**src/rtl/chn_burst_arbiter.sv**
```systemverilog
// Round-robin burst scheduler: drains per-channel FIFOs into the USB FIFO as
// framed bursts (sync word, {chn, len} word, payload), throttled by usb_afull.
module chn_burst_arbiter #(
  parameter int          NUM_CHN   = 2,
  parameter int          DW        = 16,
  parameter int          UW        = 11,
  parameter int          BURST_LEN = 512,
  parameter logic [15:0] SYNC_WORD = 16'hEB90
) (
  input  logic                   clk,
  input  logic                   reset_n,
  input  logic                   clr,
  input  logic                   flush,
  input  logic [NUM_CHN*UW-1:0]  chn_usedw,
  input  logic [NUM_CHN-1:0]     chn_empty,
  input  logic [NUM_CHN*DW-1:0]  chn_q,
  output logic [NUM_CHN-1:0]     chn_rdreq,
  input  logic                   usb_afull,
  output logic [15:0]            usb_din,
  output logic                   usb_wr,
  output logic                   busy,
  output logic [3:0]             cur_chn,
  output logic                   err_underflow
);

  // state | meaning
  // IDLE  | one cycle after reset/clr, then SCAN
  // SCAN  | test channel ptr for a qualifying fill level
  // HDR0  | write SYNC_WORD (waits on usb_afull)
  // HDR1  | write {sel, len} (waits on usb_afull)
  // READ  | issue len read strobes, throttled by usb_afull
  // DRAIN | last in-flight word reaches the USB port
  // NEXT  | advance ptr past the served channel
  typedef enum logic [2:0] {
    S_IDLE, S_SCAN, S_HDR0, S_HDR1, S_READ, S_DRAIN, S_NEXT
  } state_t;

  localparam logic [3:0]    LAST_CHN = 4'(NUM_CHN - 1);
  localparam logic [UW-1:0] BL_UW    = UW'(BURST_LEN);
  localparam logic [11:0]   BL_12    = 12'(BURST_LEN);

  state_t        state, state_nxt;
  logic [3:0]    ptr, ptr_nxt, sel;
  logic [11:0]   len, rd_left;
  logic          valid_d;
  logic          hdr0_wr, hdr1_wr, rd_en, take;

  logic [UW-1:0] usedw_a [16];
  logic [DW-1:0] q_a     [16];
  logic [15:0]   empty_a;
  logic [UW-1:0] usedw_cur;
  logic          qualify;
  logic [11:0]   len_cur;
  logic [15:0]   rd_vec;

  // Pad to 16 entries so a 4-bit channel index always fits the arrays.
  always_comb begin
    for (int i = 0; i < 16; i++) begin
      usedw_a[i] = '0;
      q_a[i]     = '0;
      empty_a[i] = 1'b1;
    end
    for (int i = 0; i < NUM_CHN; i++) begin
      usedw_a[i] = chn_usedw[i*UW +: UW];
      q_a[i]     = chn_q[i*DW +: DW];
      empty_a[i] = chn_empty[i];
    end
  end

  assign usedw_cur = usedw_a[ptr];
  assign qualify   = (usedw_cur >= BL_UW) || (flush && (usedw_cur != '0));
  assign len_cur   = (usedw_cur >= BL_UW) ? BL_12 : 12'(usedw_cur);

  always_comb begin
    state_nxt = state;
    ptr_nxt   = ptr;
    hdr0_wr   = 1'b0;
    hdr1_wr   = 1'b0;
    rd_en     = 1'b0;
    take      = 1'b0;
    case (state)
      S_IDLE: state_nxt = S_SCAN;
      S_SCAN: begin
        if (qualify) begin
          take      = 1'b1;
          state_nxt = S_HDR0;
        end else begin
          ptr_nxt = (ptr == LAST_CHN) ? 4'd0 : ptr + 4'd1;
        end
      end
      S_HDR0: begin
        if (!usb_afull) begin
          hdr0_wr   = 1'b1;
          state_nxt = S_HDR1;
        end
      end
      S_HDR1: begin
        if (!usb_afull) begin
          hdr1_wr   = 1'b1;
          state_nxt = S_READ;
        end
      end
      S_READ: begin
        if (rd_left == 12'd0) begin
          state_nxt = S_DRAIN;
        end else if (!usb_afull) begin
          rd_en = 1'b1;
          if (rd_left == 12'd1) state_nxt = S_DRAIN;
        end
      end
      // The final strobe was in the last READ cycle, so its word is
      // registered onto usb_din at the end of this single DRAIN cycle.
      S_DRAIN: state_nxt = S_NEXT;
      S_NEXT: begin
        ptr_nxt   = (sel == LAST_CHN) ? 4'd0 : sel + 4'd1;
        state_nxt = S_SCAN;
      end
      default: state_nxt = S_IDLE;
    endcase
    if (clr) begin
      state_nxt = S_IDLE;
      ptr_nxt   = 4'd0;
      hdr0_wr   = 1'b0;
      hdr1_wr   = 1'b0;
      rd_en     = 1'b0;
      take      = 1'b0;
    end
  end

  always_ff @(posedge clk or negedge reset_n) begin
    if (!reset_n) begin
      state <= S_IDLE;
      ptr   <= 4'd0;
    end else begin
      state <= state_nxt;
      ptr   <= ptr_nxt;
    end
  end

  always_ff @(posedge clk or negedge reset_n) begin
    if (!reset_n) begin
      sel           <= 4'd0;
      len           <= 12'd0;
      rd_left       <= 12'd0;
      valid_d       <= 1'b0;
      usb_wr        <= 1'b0;
      usb_din       <= 16'h0;
      err_underflow <= 1'b0;
    end else if (clr) begin
      rd_left       <= 12'd0;
      valid_d       <= 1'b0;
      usb_wr        <= 1'b0;
      err_underflow <= 1'b0;
    end else begin
      if (take) begin
        sel     <= ptr;
        len     <= len_cur;
        rd_left <= len_cur;
      end else if (rd_en) begin
        rd_left <= rd_left - 12'd1;
      end
      valid_d <= rd_en;
      usb_wr  <= valid_d | hdr0_wr | hdr1_wr;
      if (valid_d)      usb_din <= q_a[sel];
      else if (hdr0_wr) usb_din <= SYNC_WORD;
      else if (hdr1_wr) usb_din <= {sel, len};
      if (rd_en && empty_a[sel]) err_underflow <= 1'b1;
    end
  end

  assign rd_vec    = rd_en ? (16'h1 << sel) : 16'h0;
  assign chn_rdreq = rd_vec[NUM_CHN-1:0];
  assign busy      = (state != S_IDLE) && (state != S_SCAN);
  assign cur_chn   = sel;

endmodule

```
**config.mk**
```make
export PLATFORM = sky130hd
export DESIGN_NAME = chn_burst_arbiter
export DESIGN_NICKNAME = d
export VERILOG_FILES = /design/src/rtl/chn_burst_arbiter.sv
export SDC_FILE = /design/constraint.sdc
export NUM_CORES = 1
export LEC_CHECK = 0
export CORE_UTILIZATION = 45
export DETAILED_ROUTE_END_ITERATION = 7
export PLACE_DENSITY_LB_ADDON = 0.3
export SLEW_MARGIN = 20
export SYNTH_ARGS = -nofsm -noshare
export SYNTH_HDL_FRONTEND = slang
export SYNTH_SLANG_ARGS = --single-unit
```
**constraint.sdc**
```tcl
create_clock -name clk -period 2.9 [get_ports clk]
set_input_delay 0.435 -clock clk [delete_from_list [all_inputs] [get_ports clk]]
set_output_delay 0.435 -clock clk [all_outputs]
set_load 0.02 [all_outputs]
```
Yosys cells after proc, flatten, opt, wreduce, memory -nomap -nowiden
Index checks and enable logic that the tools add are counted.
{"block": "classes", "n_addsub": 3, "magnitude_cmp": 4, "n_eq_ne": 16, "n_shift": 1, "mux": 44, "bitwise": 5, "reduce_logical": 17}
{"operator": "$mux W16", "n": 5}
{"operator": "$bmux W16 S4", "n": 1}
{"operator": "$bmux W11 S4", "n": 1}
{"operator": "$mux W12", "n": 3}
{"operator": "$mux W11", "n": 3}
{"operator": "$mux W3", "n": 7}
{"operator": "$pmux W3 S6", "n": 1}
{"operator": "$mux W1", "n": 16}
{"operator": "$mux W4", "n": 4}
{"operator": "$eq A12 B1 Y1 const B", "n": 1}
{"operator": "$logic_not A12 Y1", "n": 1}
{"operator": "$ne A3 B3 Y1 const B", "n": 4}
{"operator": "$reduce_bool A3 Y1", "n": 4}
{"operator": "$sub A12 B1 Y12 const B", "n": 1}
{"operator": "$ge A11 B10 Y1 const B", "n": 1}
{"operator": "$reduce_bool A11 Y1", "n": 1}
{"operator": "$ge A5 B5 Y1 const B", "n": 2}
{"operator": "$not A4 Y5", "n": 2}
{"operator": "$eq A3 B3 Y1 const B", "n": 3}
{"operator": "$add A4 B1 Y4 const B", "n": 2}
{"operator": "$eq A4 B1 Y1 const B", "n": 2}
{"operator": "$ne A4 B4 Y1 const B", "n": 2}
{"operator": "$pmux W4 S2", "n": 1}
{"operator": "$eq A3 B2 Y1 const B", "n": 2}
{"operator": "15 further kinds", "n": 20}
{"block": "totals", "reg_bits": 54, "input_bits": 61, "output_inout_bits": 25, "word_cells": 99}

Logic depth before layout (Yosys ltp)
{"block": "depth", "ltp_word": 12, "depth_mapped": 10, "mapped_depth_nobuf": 8}

Least setup slack after synthesis
No wires, ideal clock.
{"block": "synth_timing", "path_type": "register to output", "from": "register rd_left[6]", "to": "output chn_rdreq[1]", "t_arrival_ns": 1.906, "path_slack_ns": 0.559, "stages_incl_launch_ff": 7, "path_buffers": 1, "path_cell_list": "dfrtp_1 or4_4 or3_1 buf_6 o21ai_4 inv_2 and3_1"}
{"block": "synth_between", "elab_chain_len": 5}
{"item": "start: declaration", "line": "44", "source": "logic [11:0] len, rd_left;"}
{"item": "start signal: assignment", "line": "158", "source": "rd_left <= len_cur;"}
{"item": "start signal: assignment", "line": "160", "source": "rd_left <= rd_left - 12'd1;"}
{"item": "$logic_not A12 Y1", "line": "104", "source": "if (rd_left == 12'd0) begin"}
{"item": "$mux W1", "line": "104"}
{"item": "$mux W1", "line": "81", "source": "case (state)"}
{"item": "$mux W1", "line": "120", "source": "if (clr) begin"}
{"item": "$mux W2", "line": "171", "source": "assign rd_vec = rd_en ? (16'h1 << sel) : 16'h0;"}
{"item": "end: declaration", "line": "17", "source": "output logic [NUM_CHN-1:0] chn_rdreq,"}
No other way between the ends.

Worst setup path in the final report
Same ends and word-level chain as after synthesis.

==> impl_results.md <==
* Ports at 86
* Core area at 6760 µm²
* Vias in the first global route at 2,660
* CP arrival at 2.39 ns
* RSZ-0062 raised after global routing: no
* Max-cap violation count at 0
* Endpoints failing hold at 0
* TritonCTS Sinks at 53
* Die Footprint at 7280 µm²
* Crit-path cells: or4_4 > or3_1 > o21ai_4 > inv_2 > and3_1 > dlygate4sd2_1
* Fin crit share at 97.4%
* Most common cell in the netlist: dfrtp_1
* Worst slew margin at 53.8%
* FF-to-FF path depth at 7
* First-pass GRT wire length at 12,800 µm
* Synth-to-Final Area Change at 35.0%
* Power Total at 0.00206 W
* Slew @ Worst Pin at 0.687 ns
* Post-DP HPWL at 6050 µm
* Clk buf depth at 2
* Crit-path slowest cell: or4_4
* Cell row count at 30
* Port Buffers at 85
* Syn_area_per_cell at 9.00 µm²
* Top-area cell type share of the netlist area at 42.5%
* Reg clk slew, reported paths at 0.11 ns
* CP required at 2.47 ns
* Instance count on the critical path at 6
* Max Clock Skew at 0.0161 ns
* DRC at 0
* Post-synth EDFFs at 0
* Largest net degree at the start of global routing at 54
* CTS buffer count at 5
* Ys flop type: dfrtp_1
* CP peak stage delay at 0.55 ns
* Most common library cells after synthesis: dfrtp_1, nand2_1, nor2_1
* DRT Pass-1 Iters at 4
* Post-route ant nets at 0
* Total track usage at 22.3%
* Routed len/inst at 15.3 µm
* Fin nets at 505
* Max Fclk at 0.354 GHz
* Final setup viols at 0
* Ant diodes at 0
* Cell taking the most area after synthesis: dfrtp_1
* DIE WIDTH at 85.3 µm
* Crit path time final at 2.82 ns
* Die Span Y at 85.3 µm
* Fin util at 62.4%
* CTS Root Cell: clkbuf_8
* Critical Path End Type: output port
* Largest cells by area after synthesis: dfrtp_1, mux2i_1, nand2_1
* Initial drt markers at 179
* CP Launch Type: flip-flop
* Clk_lat worst skew at 0.33 ns
* Total gr overflow at 0
* Vias at 2,854
* CTS tree: done
* Initial antenna violation count at 0
* Sequential fraction of the synthesis area at 42.5%
* CP max FO at 3
* Status: complete, no violations
* Share of cells above drive strength 1 at 11.6%
* Layout Cells excl Fill at 521
* Peak supply drop at 0.225 mV
* Critical path class: reg -> out
* Pins over their slew limit at 0
* Average vias per placed instance at 5.48
* Lkg Pwr at 1.80 nW
* Post-Place Cells at 513
* Placer Congestion at 0.902
* Async S/R FF share, synth at 100%
* Warnings, synthesis at 0
* PD cells at 488 nW/µm²
* HP Class: in -> async
* Initial Util at 46.2%
* Post-synthesis cell type count at 58
* Mapped cell area at 3120 µm²
* Cts hold-fix bufs at 0
* Max H-tree Level at 2
* Worst path bufs/invs at 2
* WL final at 7960 µm
* Mapped Cells at 347
* Syn_nets at 412
* Yosys reg bits at 53
* Delay-heaviest family, CP: simple AND/OR/NAND/NOR gates
==> stage by stage <==
| step | cell area, µm² | hold slack (ns) | setup TNS (ns) | setup WS, ns |
|---|---|---|---|---|
| after floorplan | 3120 | 0.139 | 0 | 0.559 |
| after global routing | 4220 | 0.300 | 0 | 0.0221 |
| final | 4220 | 0.219 | 0 | 0.0756 |
| after detailed placement | 4120 | 0.463 | -0.0491 | -0.0309 |
| after CTS | 4210 | 0.263 | 0 | 0.0836 |
| after global placement | 4120 | 0.461 | 0 | 0.0112 |
==> path summary, 6_finish.rpt <==
check / from / endpoint / slack, ns
min in group clk: rd_left[10]$_DFFE_PN0P_ / rd_left[10]$_DFFE_PN0P_ / 0.48
hold / removal: reset_n / usb_din[11]$_DFFE_PN0P_ / 0.22
max in group asynchronous: reset_n / state[0]$_DFFE_PN0P_ / 2.21
setup reg to reg: rd_left[6]$_DFFE_PN0P_ / rd_left[6]$_DFFE_PN0P_ / 0.44
setup / recovery: rd_left[6]$_DFFE_PN0P_ / chn_rdreq[1] / 0.08
hold reg to reg: rd_left[10]$_DFFE_PN0P_ / rd_left[10]$_DFFE_PN0P_ / 0.48
==> power by group <==
| group | switching [W] | internal (W) | leakage, nW |
|---|---|---|---|
| logic | 0.000342 | 0.000345 | 1.03 |
| clock network | 0.000281 | 0.000176 | 0.0423 |
| registers | 0.0000724 | 0.000842 | 0.723 |
==> routing by layer <==
| layer | wire, µm | vias up | GRT usage (%) |
|---|---|---|---|
| li1 | - | 1404 | - |
| met1 | 3600 | 1332 | 31.8 |
| met2 | 3630 | 103 | 34.4 |
| met3 | 610 | 15 | 4.57 |
| met4 | 118 | 0 | 7.12 |
| met5 | 0 | - | 0 |
==> layout by cell type (no fill, tap or decap), drive strengths merged, types with 3 or more instances in the layout <==
| cell | count |
|---|---|
| clkdlybuf4s50 | 82 |
| dfrtp | 53 |
| nand2 | 41 |
| nor2 | 34 |
| o21ai | 28 |
| inv | 24 |
| a21oi | 22 |
| mux2i | 21 |
| buf | 18 |
| nand2b | 10 |
| o22ai | 8 |
| nor3 | 7 |
| xnor2 | 7 |
| a31oi | 7 |
| mux2 | 6 |
| clkbuf | 5 |
| or3 | 5 |
| nand3 | 4 |
| o221ai | 4 |
| ha | 4 |
| and3 | 3 |
| nor4 | 3 |
| nor2b | 3 |
| and2 | 3 |
==> flip-flops by register name, summed over array words and instances, names as in the netlist <==
| register | flops |
|---|---|
| usb_wr | 1 |
| usb_din | 16 |
| cur_chn | 4 |
| len | 11 |
| ptr | 4 |
| rd_left | 12 |
| state | 3 |
| err_underflow | 1 |
| valid_d | 1 |
==> cell families (layout without fill, tap and decap cells) <==
| group | Yosys count | count (layout) | synth area share (%) |
|---|---|---|---|
| AOI/OAI and AO/OA | 90 | 90 | 19.2 |
| xor gates and xnor gates | 9 | 9 | 2.52 |
| adders and majority gates | 4 | 4 | 1.60 |
| buffers and inverters | 39 | 133 | 5.45 |
| DFF | 53 | 53 | 42.5 |
| muxes | 27 | 27 | 8.89 |
| and+or+nand+nor | 125 | 125 | 19.9 |
==> area by class of cell <==
class	count	area, µm²
inverters	23	86.3
clock inverters	3	26.3
repair buffers	102	971
well taps	80	100
fillers	583	2540
multi-input cells	255	1640
clock buffers	5	68.8
flip-flops and latches	53	1330
==> repair_timing <==
item / CTS / global route
endpoints found under the setup margin: 2 / 0
resized for setup: 2 / 0
endpoints found under the hold margin: 0 / 0
buffers inserted: 0 / 0
Power figures use the tool's default switching activity.
